`src/rtl/fft_sched.sv`:
```
// fft_sched -- two-requester frame scheduler in front of an FFT pipeline.
//
// Grants one of two sample requesters for a whole frame of FFT_LEN samples
// and forwards the accepted samples to the FFT with one cycle of latency.
// Arbitration between simultaneous requesters alternates frame by frame.
// At the end of each frame the source channel id is queued in a small tag
// FIFO. When the FFT output announces a new frame, that FIFO is popped so
// the downstream logic knows which channel the frame belongs to.
//
// Optional feature (macro FFT_SCHED_ZPAD_EN): an i_last marker on the
// granted channel ends the input early. The rest of the frame is then
// filled with zero samples. Without the macro, i_last0/i_last1 are ignored.
//
// Parameters:
//   IN_W      sample width of I and Q (signed)
//   FFT_LEN   samples per frame, power of two, >= 4
//   TAG_DEPTH tag FIFO depth, power of two
//
// Ports:
//   mclk               clock, rising edge
//   i_init             asynchronous active-high reset
//   i_vld0/1, o_rdy0/1 requester handshakes (transfer on vld & rdy)
//   i_I0/i_Q0/i_I1/i_Q1 requester samples
//   i_last0/1          early end-of-frame markers (zero-pad build only)
//   o_vld, o_I, o_Q    sample stream to the FFT
//   i_new_fft          frame-start strobe from the FFT output
//   o_tag_vld, o_tag   channel of the frame now leaving the FFT
//   o_tag_err          strobe: new_fft arrived with no tag queued
//   o_busy             a frame is being collected or padded
module fft_sched #(
  parameter int IN_W      = 12,
  parameter int FFT_LEN   = 256,
  parameter int TAG_DEPTH = 4
) (
  input  logic                   mclk,
  input  logic                   i_init,
  input  logic                   i_vld0,
  input  logic                   i_vld1,
  output logic                   o_rdy0,
  output logic                   o_rdy1,
  input  logic signed [IN_W-1:0] i_I0,
  input  logic signed [IN_W-1:0] i_Q0,
  input  logic signed [IN_W-1:0] i_I1,
  input  logic signed [IN_W-1:0] i_Q1,
  input  logic                   i_last0,
  input  logic                   i_last1,
  output logic                   o_vld,
  output logic signed [IN_W-1:0] o_I,
  output logic signed [IN_W-1:0] o_Q,
  input  logic                   i_new_fft,
  output logic                   o_tag_vld,
  output logic                   o_tag,
  output logic                   o_tag_err,
  output logic                   o_busy
);

  localparam int CW = $clog2(FFT_LEN);
  // A depth-1 FIFO still gets a 1-bit address. Capacity is enforced by the
  // occupancy count, not by the address width.
  localparam int AW = (TAG_DEPTH > 1) ? $clog2(TAG_DEPTH) : 1;
  localparam int OW = $clog2(TAG_DEPTH) + 1;
  localparam logic [CW-1:0] LAST_IDX = CW'(FFT_LEN - 1);

  typedef enum logic [1:0] {IDLE, RUN, PAD} state_t;

  state_t                 state, state_nxt;
  logic                   grant, grant_nxt;
  logic [CW-1:0]          count, count_nxt;
  logic                   accept, push, pop;
  logic                   sel_vld;
  logic signed [IN_W-1:0] sel_I, sel_Q;

  logic                   tag_mem [0:2**AW-1];
  logic [AW-1:0]          wr_ptr, rd_ptr;
  logic [OW-1:0]          occ;
  logic                   tag_full, tag_empty, head;

`ifdef FFT_SCHED_ZPAD_EN
  logic sel_last;
  assign sel_last = grant ? i_last1 : i_last0;
`else
  logic unused_last;
  assign unused_last = i_last0 ^ i_last1;
`endif

  assign sel_vld = grant ? i_vld1 : i_vld0;
  assign sel_I   = grant ? i_I1 : i_I0;
  assign sel_Q   = grant ? i_Q1 : i_Q0;

  assign tag_full  = (occ == OW'(TAG_DEPTH));
  assign tag_empty = (occ == '0);

  // Forward the tag being pushed when the FIFO is empty. This lets a
  // simultaneous push and pop on an empty FIFO both take effect.
  assign head      = tag_empty ? grant : tag_mem[rd_ptr];
  assign pop       = i_new_fft && (!tag_empty || push);
  assign o_tag_vld = pop;
  assign o_tag     = pop && head;
  assign o_tag_err = i_new_fft && tag_empty && !push && !i_init;
  assign o_busy    = (state != IDLE);

  // State register. After reset, 'grant' holds "last granted" as channel 1,
  // so channel 0 wins the first tie.
  always_ff @(posedge mclk or posedge i_init) begin
    if (i_init) begin
      state <= IDLE;
      grant <= 1'b1;
      count <= '0;
    end else begin
      state <= state_nxt;
      grant <= grant_nxt;
      count <= count_nxt;
    end
  end

  // Arbitration, frame counting and end-of-frame tag push. The grant only
  // moves in IDLE, so a stalled owner keeps the other channel waiting.
  always_comb begin
    state_nxt = state;
    grant_nxt = grant;
    count_nxt = count;
    accept    = 1'b0;
    push      = 1'b0;
    o_rdy0    = 1'b0;
    o_rdy1    = 1'b0;
    case (state)
      IDLE: begin
        if (!tag_full && (i_vld0 || i_vld1)) begin
          grant_nxt = (i_vld0 && i_vld1) ? ~grant : i_vld1;
          state_nxt = RUN;
        end
      end
      RUN: begin
        o_rdy0 = ~grant;
        o_rdy1 = grant;
        accept = sel_vld;
        if (sel_vld) begin
          if (count == LAST_IDX) begin
            push      = 1'b1;
            count_nxt = '0;
            state_nxt = IDLE;
          end else begin
            count_nxt = count + 1'b1;
`ifdef FFT_SCHED_ZPAD_EN
            if (sel_last) state_nxt = PAD;
`endif
          end
        end
      end
      PAD: begin
        if (count == LAST_IDX) begin
          push      = 1'b1;
          count_nxt = '0;
          state_nxt = IDLE;
        end else begin
          count_nxt = count + 1'b1;
        end
      end
      default: state_nxt = IDLE;
    endcase
  end

  // Output stage: one cycle of latency for accepted samples. PAD inserts
  // zero samples. Idle cycles drive zeros with o_vld low.
  always_ff @(posedge mclk or posedge i_init) begin
    if (i_init) begin
      o_vld <= 1'b0;
      o_I   <= '0;
      o_Q   <= '0;
    end else if (accept) begin
      o_vld <= 1'b1;
      o_I   <= sel_I;
      o_Q   <= sel_Q;
    end else begin
      o_vld <= (state == PAD);
      o_I   <= '0;
      o_Q   <= '0;
    end
  end

  // Tag FIFO storage. No reset is needed, because occupancy qualifies every
  // read. A push never meets a full FIFO without a pop: grants are withheld
  // while full.
  always_ff @(posedge mclk) begin
    if (push) tag_mem[wr_ptr] <= grant;
  end

  // Tag FIFO pointers and occupancy.
  always_ff @(posedge mclk or posedge i_init) begin
    if (i_init) begin
      wr_ptr <= '0;
      rd_ptr <= '0;
      occ    <= '0;
    end else begin
      if (push) wr_ptr <= wr_ptr + 1'b1;
      if (pop)  rd_ptr <= rd_ptr + 1'b1;
      if (push && !pop)      occ <= occ + 1'b1;
      else if (pop && !push) occ <= occ - 1'b1;
    end
  end

endmodule

```
`config.mk`:
```
export PLATFORM = sky130hd
export DESIGN_NAME = fft_sched
export DESIGN_NICKNAME = d
export VERILOG_FILES = /design/src/rtl/fft_sched.sv
export SDC_FILE = /design/constraint.sdc
export NUM_CORES = 1
export LEC_CHECK = 0
export BUFFER_PORTS_ARGS = -buffer_cell sky130_fd_sc_hd__buf_2
export CAP_MARGIN = 10
export CORE_MARGIN = 1
export CORE_UTILIZATION = 25
export CTS_CLUSTER_SIZE = 14
export DETAILED_ROUTE_END_ITERATION = 10
export GPL_ROUTABILITY_DRIVEN = 0
export SYNTH_ARGS = -nofsm -noshare
export SYNTH_HDL_FRONTEND = slang
export SYNTH_SLANG_ARGS = --single-unit
export TNS_END_PERCENT = 50
```
`constraint.sdc`:
```
create_clock -name mclk -period 3.9 [get_ports mclk]
set_input_delay 0.78 -clock mclk [delete_from_list [all_inputs] [get_ports mclk]]
set_output_delay 0.78 -clock mclk [all_outputs]
set_load 0.01 [all_outputs]
```
==> flow_summary.yaml <==
placement:
  place_hpwl_mm: 3.251
  io_buffers: 83
yosys:
  synth_top_family_by_area: "multiplexers"
  syn_avg_cell_area_um2: 11.49
  synth_top_cell_area_share: 0.4724
  ys.flop_type: "dfrtp_1"
  synth-edff-count: 4
  synth.mux.area_fraction: 0.1567
  ys_warn_count: 0
  syn_inst: 189
  synthSimpleGateAreaFrac: 0.1429
  synth_cell_types: 37
  synthXorXnorAreaFrac: 0.03226
  ys_ff_latch: 46
  syn-num-nets: 250
  synth_top_area_cell: "dfrtp_1"
  ys_async_sr_fraction: 0.9130
  synthesis.area_um2: 2172
  synth_fa_ha_area_frac: 0.03802
  ys_seq_area_frac: 0.5397
  synth_area_leaders: "dfrtp_1 47%, mux2i_1 13%, edfxtp_1 5.5%, nor2_1 4.8%, ha_1 2.9%"
  synth_compound_area_frac: 0.04896
global_route:
  grt_pass1_vias: 1561
  grtUsageTotal: 0.1056
  grt_overflow_total: 0
  grt_use_met2: 0.1708
  gr-max-usage-layer: "met2"
  grt_antenna_before_repair: 0
  grt_use_met3: 0.03748
  grt_pass1_wl_mm: 7.279
  use_met1: 0.1291
  grt_max_degree: 43
sta:
  tightest_slew_ns: 0.8712
  skew_ns: 0.005228
  fmax_mhz: 368.8
  finalHoldViolations: 0
  tns_ns: 0
  timing.slew.headroom: 0.4184
  finalCritPeriodShare: 0.6952
  rsz0062_at_grt: "no"
  drv_slew: 0
  setup_viol: 0
  fin_crit_ns: 2.711
critical_path:
  cp.required_ns: 3.12
  cp_cell_sequence: "ha_1 -> and4_1 -> and4_4 -> nand3_1 -> a21boi_1 -> buf_2"
  crit_start: "count[0]"
  cpPeakStageDelay_ns: 0.40
  crit_type: "flip-flop to output pin"
  slowest_stage: "dfrtp_1"
  worstPathArrival_ns: 1.93
  endpoint_kind: "output pin"
  r2r-start: "count[0]"
  crit_fanout: 14
  start_kind: "flip-flop"
die:
  fp-row-count: 33
  boundaryPins: 86
  die_y_um: 95.21
  die_x_um: 95.21
  dieArea_um2: 9065
  initial_core_util: 0.2617
  core_um2: 8299
final_layout:
  layout-drive-gt1-share: 0.3690
  diodes: 0
  nets: 331
  syn_to_final_growth_pct: 26.79
  nFillCells: 840
  final_util: 0.3318
clock_tree:
  cts_resized: 0
  postCtsSetupRepairBufs: 0
  cts_buffers: 5
  clkLatencyLatePin_ns: 0.29
  cts_sinks: 46
  cts_tree: "done"
  cts_hold_buf: 0
  cts.reportedPaths.clkPinSlew_ns: 0.08
  htreeDepth: 2
  max-clock-path-buffers: 2
  ctsRootBufferMaster: "clkbuf_8"
drt:
  drc: 0
  routed_wl_mm: 4.420
  wl_per_cell_um: 11.76
  dr.pass1.iters: 4
  viasPerCell: 4.348
  ant_nets: 0
  via_count: 1635
  drt_iter0_drc: 30
pwr:
  max-vdd-ir-drop_v: 0.0001865
  powerDensity_nw_per_um2: 540.2
  power.leakage_uw: 0.001445
hold_path:
  hold_class: "flip-flop to flip-flop"
  min_from: "rd_ptr[1]"
status:
  outcome: "finished, final reports clean"
job:
  maxCapViolations: 0
[area by class of cell]
cell class / count / area [um2] / area share
Clock inverter: 1 / 5.005 / 0.001817
Sequential cell: 46 / 1172 / 0.4257
Multi-Input combinational cell: 127 / 909.6 / 0.3303
Timing Repair Buffer: 85 / 430.4 / 0.1563
Clock buffer: 7 / 86.33 / 0.03135
Tap cell: 105 / 131.4 / 0.04771
Inverter: 5 / 18.77 / 0.006815
[worst max-delay path: cells and delay by family (launching register included)]
kind	cells	cell delay, ns
buffers and inverters	1	0.14
adder cells (fa/ha/maj)	1	0.22
flip-flops	1	0.40
AO/OA/AOI/OAI	1	0.16
AND/OR/NAND/NOR	3	0.72
[synth_stat cells (4+ instances only)]
library cell,n
buf_2,6
edfxtp_1,4
mux2i_1,28
nor2_1,28
nor3_1,6
xnor2_1,5
nand3_1,6
and2_1,5
dfrtp_1,41
nand2_1,11
ha_1,5
inv_1,5
[layout by cell type, fill, tap and decap left out, types with 2 or more instances in the layout]
cell type	Yosys	final
buf_2	6	83
dfrtp_1	41	41
mux2i_1	28	28
nor2_1	28	28
nand2_1	11	11
nor3_1	6	6
nand3_1	6	6
clkbuf_8	0	6
xnor2_1	5	5
and2_1	5	5
ha_1	5	5
inv_1	5	4
edfxtp_1	4	4
o21ai_0	3	3
a21oi_1	3	3
xor2_1	3	3
nand4_1	2	2
a21boi_1	2	2
mux2_2	2	2
a22o_1	2	2
nand3b_1	2	2
buf_4	0	2
[where the power goes]
part           total, uW  internal, uW  switching (uW)
clock network        301           143             158
registers            669           602            67.4
logic                517           236             282
[sequential cells by signal, indices dropped and copies added, names as in the netlist]
register,flops
grant,1
tag_mem,4
occ,3
count,8
o_I,12
o_vld,1
rd_ptr,2
o_Q,12
state,1
wr_ptr,2
[cell families after synthesis]
group / Yosys count
muxes: 32
DFF: 46
and+or+nand+nor: 66
AOI/OAI and AO/OA: 15
adders and majority gates: 6
buffers and inverters: 16
xor gates and xnor gates: 8
[per-stage QoR]
stage               hold WS (ns)  cells  total power [uW]  setup slack, ns  cell area [um2]
floorplan                 0.4533    189              1038            1.463             2172
finish                    0.4828    376              1488            1.189             2754
detailed placement        0.4779    368              1207            1.294             2663
CTS                       0.4910    376              1518            1.182             2754
global placement          0.4706    368              1200            1.303             2663
global route              0.4971    376              1602           0.9956             2754
[routing by layer]
metal	share of wire	vias up	wire [um]
li1	-	800	-
met1	0.46	759	2048
met2	0.45	71	1979
met3	0.077	5	341
met4	0.012	0	51
met5	0	-	0
[final timing paths]
kind,endpoint,slack [ns],cells past startpoint
max,o_tag,1.19,6
min,rd_ptr[1],0.48,1
max reg2reg,occ[2],1.63,8
min reg2reg,rd_ptr[1],0.48,1
max in group asynchronous,o_I[4],2.68,2
min in group asynchronous,rd_ptr[1],0.67,2
Power figures use the tool's default switching activity.
